$ cat config.mk
export PLATFORM = sky130hd
export DESIGN_NAME = piso_shift_tx
export DESIGN_NICKNAME = d
export VERILOG_FILES = /design/src/rtl/piso_shift_tx.sv
export SDC_FILE = /design/constraint.sdc
export NUM_CORES = 1
export LEC_CHECK = 0
export ABC_CLOCK_PERIOD_IN_PS = 1900
export BUFFER_PORTS_ARGS = -buffer_cell sky130_fd_sc_hd__buf_2
export CAP_MARGIN = 0
export CORE_AREA = 4 4 41 43
export CTS_CLUSTER_SIZE = 14
export DETAILED_ROUTE_END_ITERATION = 10
export DIE_AREA = 0 0 45 47
export SLEW_MARGIN = 20
export SYNTH_ARGS = -nofsm -noshare
export SYNTH_HDL_FRONTEND = slang
export SYNTH_SLANG_ARGS = --single-unit
$ cat constraint.sdc
create_clock -name clk -period 1.9 [get_ports clk]
set_input_delay 0.285 -clock clk [delete_from_list [all_inputs] [get_ports clk]]
set_output_delay 0.285 -clock clk [all_outputs]
set_load 0.005 [all_outputs]
$ cat src/rtl/piso_shift_tx.sv
// piso_shift_tx: parallel-in / serial-out transmitter with a valid/ready
// input handshake. Each accepted WIDTH-bit word becomes a frame of WIDTH
// serial bits. A word accepted on the last bit of a frame follows with no gap.
module piso_shift_tx #(
  parameter int WIDTH     = 4,
  parameter bit MSB_FIRST = 1'b1
) (
  input  logic             clk,
  input  logic             rstn,
  input  logic             in_valid,
  input  logic [WIDTH-1:0] in_data,
  output logic             in_ready,
  output logic             sout,
  output logic             sout_valid,
  output logic             frame_start,
  output logic             frame_done,
  output logic             busy
);

  localparam int CW = (WIDTH > 1) ? $clog2(WIDTH) : 1;
  localparam logic [CW-1:0] LAST = CW'(WIDTH - 1);

  typedef enum logic {IDLE = 1'b0, SHIFT = 1'b1} state_t;

  state_t           state_q, state_d;
  logic [WIDTH-1:0] sreg_q, sreg_d;
  logic [CW-1:0]    cnt_q, cnt_d;
  logic             sout_q, sout_d;
  logic             start_q, start_d;
  logic             done_q, done_d;
  logic             last, accept;

  assign last     = (cnt_q == LAST);
  // Ready only when nothing is in flight or the final bit is on the wire,
  // and never while reset is held.
  assign in_ready = rstn & ((state_q == IDLE) | ((state_q == SHIFT) & last));
  assign accept   = in_valid & in_ready;

  // Next-state: load on accept, otherwise shift and count through the frame.
  always_comb begin
    state_d = state_q;
    sreg_d  = sreg_q;
    cnt_d   = cnt_q;
    case (state_q)
      IDLE: begin
        if (accept) begin
          state_d = SHIFT;
          sreg_d  = in_data;
          cnt_d   = '0;
        end
      end
      SHIFT: begin
        if (last) begin
          cnt_d = '0;
          if (accept) begin
            sreg_d = in_data;
          end else begin
            state_d = IDLE;
            sreg_d  = '0;
          end
        end else begin
          cnt_d = cnt_q + CW'(1);
          if (MSB_FIRST) sreg_d = {sreg_q[WIDTH-2:0], 1'b0};
          else           sreg_d = {1'b0, sreg_q[WIDTH-1:1]};
        end
      end
      default: state_d = IDLE;
    endcase
    // Output flags are precomputed from next state so they come out of flops.
    sout_d  = 1'b0;
    if (state_d == SHIFT) sout_d = MSB_FIRST ? sreg_d[WIDTH-1] : sreg_d[0];
    start_d = (state_d == SHIFT) && (cnt_d == '0);
    done_d  = (state_d == SHIFT) && (cnt_d == LAST);
  end

  // State and output registers, synchronous active-low reset.
  always_ff @(posedge clk) begin
    if (!rstn) begin
      state_q <= IDLE;
      sreg_q  <= '0;
      cnt_q   <= '0;
      sout_q  <= 1'b0;
      start_q <= 1'b0;
      done_q  <= 1'b0;
    end else begin
      state_q <= state_d;
      sreg_q  <= sreg_d;
      cnt_q   <= cnt_d;
      sout_q  <= sout_d;
      start_q <= start_d;
      done_q  <= done_d;
    end
  end

  assign busy        = (state_q == SHIFT);
  assign sout_valid  = (state_q == SHIFT);
  assign sout        = sout_q;
  assign frame_start = start_q;
  assign frame_done  = done_q;

endmodule

; Word level (Yosys, flattened, before mapping)
; Cells that the tools add are included.
[op_classes]
n_addsub = 1
n_mul = 0
n_div = 0
magnitude_cmp = 0
eq_ne = 3
n_shift = 0
mux = 10
n_bitwise = 5
n_reduce_logical = 4
[ops]
columns = cell, n
row1 = $mux 4, 3
row2 = $pmux 4 s2, 1
row3 = $eq 2x2->1 const B, 2
row4 = $mux 2, 2
row5 = $pmux 2 s2, 1
row6 = $and 1x1->1, 3
row7 = $add 2x1->2 const B, 1
row8 = $logic_and 1x1->1, 2
row9 = $logic_not 2->1, 1
row10 = $mux 1, 2
row11 = $ne 2x2->1 const B, 1
row12 = $pmux 1 s2, 1
row13 = $reduce_and 2->1, 1
row14 = $not 1->1, 1
row15 = $or 1x1->1, 1
[totals]
regBits = 10
latch_bits = 0
mem_bits_rw = 0
mem_bits_ro = 0
elab_cells = 30
mem_count = 0

; Depth between registers and ports, before layout
; Gate-level depths: netlist of run 1.
[logic_depth]
ltp_word = 9
ltp_mapped = 5
mapped_depth_nobuf = 4

; Worst setup path after synthesis of run 1
; Ideal clock, no wire load.
[synth_path]
path_kind = register -> register
start = register cnt_q[0]
end = register start_q (netlist: frame_start)
setup_ps = 116
t_arrival_ps = 1264
slack_ps = 520
path_stages_with_launch = 6
n_path_buf = 1
period_less_slack_ps = 1380
cell_sequence = dfxtp_1 > ha_1 > nor2b_1 > buf_6 > mux2_4 > and3_1
[synth_between]
elab_chain_cells = 9
elab_cells_between_ends = 14
classes_between = add/sub (1) / eq/ne (1) / mux (6) / bitwise (4) / reduce/logical (2)
[synth_lines]
columns = item, line
row1 = "start, declared", 27  ; logic [CW-1:0] cnt_q, cnt_d;
row2 = "start signal, assigned", 88  ; cnt_q <= cnt_d;
row3 = $eq 2x2->1, 33  ; assign last = (cnt_q == LAST);
row4 = $and 1x1->1, 36  ; assign in_ready = rstn & ((state_q == IDLE) | ((state_q == SHIFT) & last));
row5 = $or 1x1->1, 36
row6 = $and 1x1->1, 36
row7 = $and 1x1->1, 37  ; assign accept = in_valid & in_ready;
row8 = $mux 1 / $mux 2 (equally long branches), "46, 55"
row9 = $mux 1 / $pmux 2 s2 (equally long branches), "53, 44"
row10 = $pmux 1 s2 / $logic_not 2->1 (equally long branches), "44, 72"
row11 = $logic_and 1x1->1 (*), 72  ; start_d = (state_d == SHIFT) && (cnt_d == '0);
row12 = "end signal, assigned", 90  ; start_q <= start_d;
row13 = "end, declared", 29  ; logic start_q, start_d;
; Every way passes the cells marked *; elsewhere a longest branch is shown, timed or not.
; A chain may end at the register's enable or synchronous reset.

; Worst setup path in the final report of run 1
[layout_path]
start = register cnt_q[0]
end = output in_ready
[layout_between]
elab_chain_cells = 4
[layout_lines]
columns = item, line
row1 = $eq 2x2->1, 33
row2 = $and 1x1->1, 36
row3 = $or 1x1->1, 36
row4 = $and 1x1->1, 36
row5 = "end, declared", 12  ; output logic in_ready,
; No other way between the ends.

==> results of run 1 <==
==> per-layer routing <==
metal,vias to the layer above,global-route usage (%),wire length [um]
met1,149,9.70,316
met2,14,11.9,346
li1,167,-,-
met4,0,3.51,0
met3,0,7.28,77
met5,-,0,0
==> what timing repair did <==
action / CTS / global route
endpoints found under the hold margin: 0 / 0
endpoints found under the setup margin: 0 / 1
hold buffers: 0 / 0
gates resized for setup: 0 / 1
==> area by class of cell <==
type                            instances  share of cell area [%]
Tap cell                               15                    3.92
Inverter                                1                   0.783
Timing Repair Buffer                   12                    12.5
Multi-Input combinational cell         27                    39.7
Clock buffer                            4                    5.48
Sequential cell                         9                    37.6
==> placed cells by master, fill, tap and decap left out <==
cell type,netlist,layout
buf_2,1,12
dfxtp_1,9,9
ha_1,1,1
a32oi_1,2,2
nor2b_2,0,1
clkbuf_4,0,3
nand4_1,1,1
nor2_1,8,8
nand2b_1,1,1
mux2i_1,4,4
inv_1,1,1
a22oi_1,2,2
and2_1,1,1
o22ai_1,2,2
and3_1,1,1
mux2_4,1,1
o21ai_0,1,1
clkbuf_1,0,1
and4_1,1,1
==> worst max-delay path, cell delays in order, from the launching register on <==
cell and delay (ns):
dfxtp_1 0.33, ha_1 0.27, nor2b_2 0.28, nor2_1 0.07
buf_2 0.13
==> registers in the layout, indices dropped and copies added, names as in the netlist <==
| name | cells |
|---|---|
| sout | 1 |
| busy | 1 |
| frame_start | 1 |
| frame_done | 1 |
| cnt_q | 2 |
| sreg_q | 3 |
==> synthesized netlist by cell type <==
cell type	number	area share, %
mux2_4	1	3.8
o22ai_1	2	3.2
and2_1	1	1.6
nand2b_1	1	1.6
nand4_1	1	1.6
inv_1	1	0.95
buf_2	1	1.3
buf_6	1	2.8
a32oi_1	2	4.4
ha_1	1	3.2
o21ai_0	1	1.3
nor2b_1	1	1.6
dfxtp_1	9	46
and3_1	1	1.6
mux2i_1	4	10
buf_4	1	1.9
a22oi_1	2	3.8
nor2_1	8	7.6
and4_1	1	2.2
==> cells by family after synthesis <==
group,share of synthesized area [%]
AOI/OAI and AO/OA,12.7
adders and majority gates,3.16
buffers and inverters,6.96
DFF,45.6
muxes,13.9
and+or+nand+nor,17.7
==> power by group through the flow <==
stage                     sequential (uW)  combinational [uW]  clock (uW)
after detailed placement              210                51.6           0
after global placement                210                51.4           0
final                                 206                51.5         145
after floorplan                       210                36.7           0
after global routing                  207                58.4         168
after CTS                             206                52.1         155
==> metrics by stage <==
step | util [%] | hold slack, ns | setup slack (ns) | total power (uW) | cell area [um2]
final | 36.8 | 0.302 | 0.271 | 403 | 479
after global routing | 36.8 | 0.331 | 0.146 | 434 | 479
after CTS | 36.6 | 0.300 | 0.126 | 413 | 477
after detailed placement | 34.6 | 0.496 | 0.306 | 262 | 450
after global placement | 34.6 | 0.489 | 0.351 | 262 | 450
after floorplan | - | 0.431 | 0.520 | 247 | 395
==> final timing paths <==
kind / start / end / slack (ns) / depth (start not counted)
max: cnt_q[0]$_SDFF_PN0_ / in_ready / 0.27 / 4
min: in_data[0] / sreg_q[0]$_SDFFE_PN0P_ / 0.30 / 3
max reg2reg: cnt_q[0]$_SDFF_PN0_ / frame_start$_SDFF_PN0_ / 0.42 / 4
min reg2reg: sreg_q[2]$_SDFFE_PN0P_ / sout$_SDFF_PN0_ / 0.50 / 2
==> results.txt, run 1 <==
Outcome - completed
# IOs - 13
Htree depth - 1
Comb power frac - 12.8%
Post-Route Setup TNS - 0 ns
Syn Inst Count - 40
Arr. time, crit path - 1.34 ns
Least-Margin Pin Slew - 0.278 ns
Clock power frac - 36.0%
Fin cells - 68
Starting Density - 30.4%
Cell Int Power - 307 uW
Avg Vias per Cell - 4.85
RSZ-0062 raised after global routing - false
Worst min-delay path class - input port to flop
Area growth from synthesis to layout - 21.2%
Post-CTS Setup Repair Bufs - 0
Syn Area/Cell - 9.88 um2
Routed via count - 330
Layout cells sized above 1 - 32.1%
Sw Pwr - 96.2 uW
Post-synthesis cell area - 395 um2
Die area - 0.00212 mm2
Syn_nets - 48
FF/Latch Area - 180 um2
CTS Buffer Depth - 2
Fin crit share - 85.7%
Number of port buffers - 12
1st-iter DRT viols - 15
Critical path type - flop to primary output
Final ANT Viol Nets - 0
Clock Latency Late Sink - 0.26 ns
Wire per inst - 10.9 um
Diode count - 0
Reg power frac - 51.2%
Yosys warning total - 0
Pwr dens - 841 mW/mm2
Seq/Total Area, Yosys - 45.6%
Fmax - 0.614 GHz
Leak - 0.000228 uW
Drt drc - 0
Endpoints failing setup - 0
Worst Clk Skew - 0.000699 ns
Worst-path clk slew - 0.06 ns
Worst setup EP type - primary output
Total wire length - 740 um
Nets - 62
CTS tree - yes
Max_cap viols - 0
Global-route wire length before repair - 1240 um
Multi-input logic area - 190 um2
GR Overflow Total - 0
Flops & latches, synth - 9
Largest net degree at the start of global routing - 11
Maximum VDD drop - 0.319 mV
Row count - 13
Minimum clock period - 1.63 ns
Clk sinks - 9
Required time of the critical path - 1.62 ns
Core Area - 0.00130 mm2
Dpl cells - 64
CP max FO - 6
DP HPWL - 564 um
Placer Congestion - 0.786
Post-synth cell types - 19
Die height - 47 um
CTS buffer count - 3
Final count of hold timing violations - 0
Initial antenna violation count - 0
Fill cell count - 144
Initial DRT Pass Iterations - 4
CTS root buffer - clkbuf_4
Slew headroom - 81.4%
GRT Overall Usage - 8.66%
Fin. max-slew vios - 0
Switching Share - 23.9%
Vias in the first global route - 299
CP startpoint kind - flop
Die Width - 45 um
(Power assumes the default switching activity.)
==> run 2, diff against run 1 <==
--- a/config.mk
+++ b/config.mk
@@ -5,7 +5,7 @@
 export SDC_FILE = /design/constraint.sdc
 export NUM_CORES = 1
 export LEC_CHECK = 0
-export ABC_CLOCK_PERIOD_IN_PS = 1900
+export ABC_CLOCK_PERIOD_IN_PS = 1450
 export BUFFER_PORTS_ARGS = -buffer_cell sky130_fd_sc_hd__buf_2
 export CAP_MARGIN = 0
 export CORE_AREA = 4 4 41 43
==> constraint.sdc (replaced) <==
create_clock -name clk -period 1.45 [get_ports clk]
set_input_delay 0.2175 -clock clk [delete_from_list [all_inputs] [get_ports clk]]
set_output_delay 0.2175 -clock clk [all_outputs]
set_load 0.005 [all_outputs]
==> results.txt, run 2 (synthesized netlist as in run 1, its figures left out) <==
Initial DRT Pass Iterations - 4 (unchanged)
Area after DPL - 465 um2 (was 450 um2)
Wire per inst - 11.3 um (was 10.9 um)
CTS buffer count - 3 (unchanged)
Worst-path clk slew - 0.06 ns (about the same)
Largest net degree at the start of global routing - 11 (unchanged)
CP delay by family, top - flip-flops (was simple AND/OR/NAND/NOR gates)
RSZ-0062 raised after global routing - false (unchanged)
Switching Share - 24.2% (was 23.9%)
R2R setup slack - 0.21 ns (was 0.42 ns)
Endpoints failing setup - 0 (unchanged)
1st-iter DRT viols - 4 (was 15)
Largest registers - sreg_q (3), cnt_q (2) (unchanged)
Largest reg by FF count - sreg_q (unchanged)
Cell Int Power - 407 uW (was 307 uW)
Least-Margin Pin Slew - 0.237 ns (was 0.278 ns)
Multi-input logic area - 208 um2 (was 190 um2)
Die height - 47 um (unchanged)
Avg Vias per Cell - 4.73 (was 4.85)
Highest routed layer - met4 (was met3)
Minimum clock period - 1.31 ns
Most frequent cells in the layout - 12 x buf_2, 8 x nor2_1, 6 x dfxtp_1 (was 12 x buf_2, 9 x dfxtp_1, 8 x nor2_1)
Fin. max-slew vios - 0 (unchanged)
Final count of hold timing violations - 0 (unchanged)
Arr. time, crit path - 1.09 ns (was 1.34 ns)
Clock power frac - 35.7% (was 36.0%)
Fmax - 0.763 GHz
Area growth from synthesis to layout - 31.0% (was 21.2%)
Starting Density - 30.4% (unchanged)
CP startpoint kind - flop (unchanged)
Nets - 64 (was 62)
GR Overflow Total - 0 (unchanged)
Htree depth - 1 (unchanged)
Post-Route Setup TNS - 0 ns (unchanged)
Row count - 13 (unchanged)
Worst min-delay path class - input port to flop (unchanged)
Worst stage delay on the critical path - 0.36 ns (was 0.33 ns)
Core Area - 0.00130 mm2 (unchanged)
Post-route cell area - 518 um2 (was 479 um2)
Comb power frac - 13.8% (was 12.8%)
Initial antenna violation count - 0 (unchanged)
Layout cells sized above 1 - 41.8% (was 32.1%)
Number of flip-flops in the largest register - 3 (unchanged)
CP max FO - 4 (was 6)
Commonest non-fill, non-tap cell in the layout - buf_2 (unchanged)
Worst Clk Skew - 0.00331 ns (was 0.000699 ns)
Outcome - completed (unchanged)
Met1 Wirelength - 329 um (was 316 um)
DP HPWL - 597 um (was 564 um)
# IOs - 13 (unchanged)
Final ANT Viol Nets - 0 (unchanged)
Crit path max-delay cell type - dfxtp_4 (was dfxtp_1)
Met3 WL - 68 um (was 77 um)
Dpl cells - 66 (was 64)
Global-route wire length before repair - 1170 um (was 1240 um)
CTS tree - yes (unchanged)
FF/Latch Area - 186 um2 (was 180 um2)
Routed via count - 331 (was 330)
Clock Latency Late Sink - 0.26 ns (about the same)
Worst setup EP type - primary output (unchanged)
Tot Pwr - 538 uW (was 403 uW)
Die area - 0.00212 mm2 (unchanged)
Required time of the critical path - 1.23 ns (was 1.62 ns)
Slew headroom - 84.2% (was 81.4%)
Fin cells - 70 (was 68)
Met2 wire length - 383 um (was 346 um)
Buf/Inv on CP - 1 (unchanged)
Vias in the first global route - 264 (was 299)
Critical Path, Cell by Cell - ha_4 -> nor2b_4 -> nor2_1 -> buf_2 (was ha_1 -> nor2b_2 -> nor2_1 -> buf_2)
Fill cell count - 148 (was 144)
Critical path type - flop to primary output (unchanged)
Clk sinks - 9 (unchanged)
Placer Congestion - 0.769 (was 0.786)
GRT Overall Usage - 8.72% (was 8.66%)
Pwr dens - 1040 mW/mm2 (was 841 mW/mm2)
Die Width - 45 um (unchanged)
Diode count - 0 (unchanged)
Leak - 0.000241 uW (was 0.000228 uW)
CTS Buffer Depth - 2 (unchanged)
Total wire length - 791 um (was 740 um)
CTS root buffer - clkbuf_4 (unchanged)
Maximum VDD drop - 0.606 mV (was 0.319 mV)
Fin crit share - 90.4%
Drt drc - 0 (unchanged)
Reg power frac - 50.6% (was 51.2%)
Max_cap viols - 0 (unchanged)
Sw Pwr - 130 uW (was 96.2 uW)
Number of port buffers - 12 (unchanged)
-- run 2: changes by cell type in the layout (fill, tap and decap cells not counted), sizes merged --
cell	delta
buf	+2
-- run 2: tightest hold or removal path, stage by stage --
cell,delay (ns)
buf_2,0.09
nand4_1,0.08
o21ai_0,0.07
-- run 2: final timing paths --
path / end / depth (start not counted) / from
max reg2reg: frame_start$_SDFF_PN0_ / 4 / cnt_q[0]$_SDFF_PN0_
max: in_ready / 4 / cnt_q[0]$_SDFF_PN0_
min: sreg_q[0]$_SDFFE_PN0P_ / 3 / in_data[0]
min reg2reg: sout$_SDFF_PN0_ / 2 / sreg_q[2]$_SDFFE_PN0P_
-- run 2: power by group through the flow --
| stage | Clock, uW | Combinational [uW] | Sequential (uW) |
|---|---|---|---|
| 2_1_floorplan | 0 | 48.1 | 275 |
| 3_3_place_gp | 0 | 70.0 | 275 |
| 3_5_place_dp | 0 | 71.3 | 276 |
| 4_1_cts | 202 | 77.9 | 270 |
| 5_1_grt | 220 | 83.2 | 274 |
| 6_report | 192 | 74.1 | 272 |
-- run 2: timing repair --
item,4_1_cts,5_1_grt
hold buffers,0,0
gates resized for setup,4,5
setup buffers,1,0
setup endpoints to repair,1,1
pin swaps,0,0
-- run 2: layout make-up --
type	count	share of cell area, %
sequential	9	36.0
inverter	1	0.725
clock buffer	4	5.07
multi-input combinational	27	40.1
tap	15	3.62
timing repair buffer	14	14.5
-- run 2: routing by layer --
metal  global-route usage [%]  up-vias
met3                     7.28        2
met5                        0        -
met1                     8.97      147
li1                         -      173
met2                     12.1        9
met4                     5.26        0
-- run 2: metrics by stage --
step	utilization, %	setup slack, ns	hold slack (ns)
floorplan	-	0.0704	0.363
global placement	35.8	0.171	0.488
detailed placement	35.8	0.127	0.490
CTS	39.4	0.0162	0.220
global route	39.8	0.0458	0.218
finish	39.8	0.139	0.225
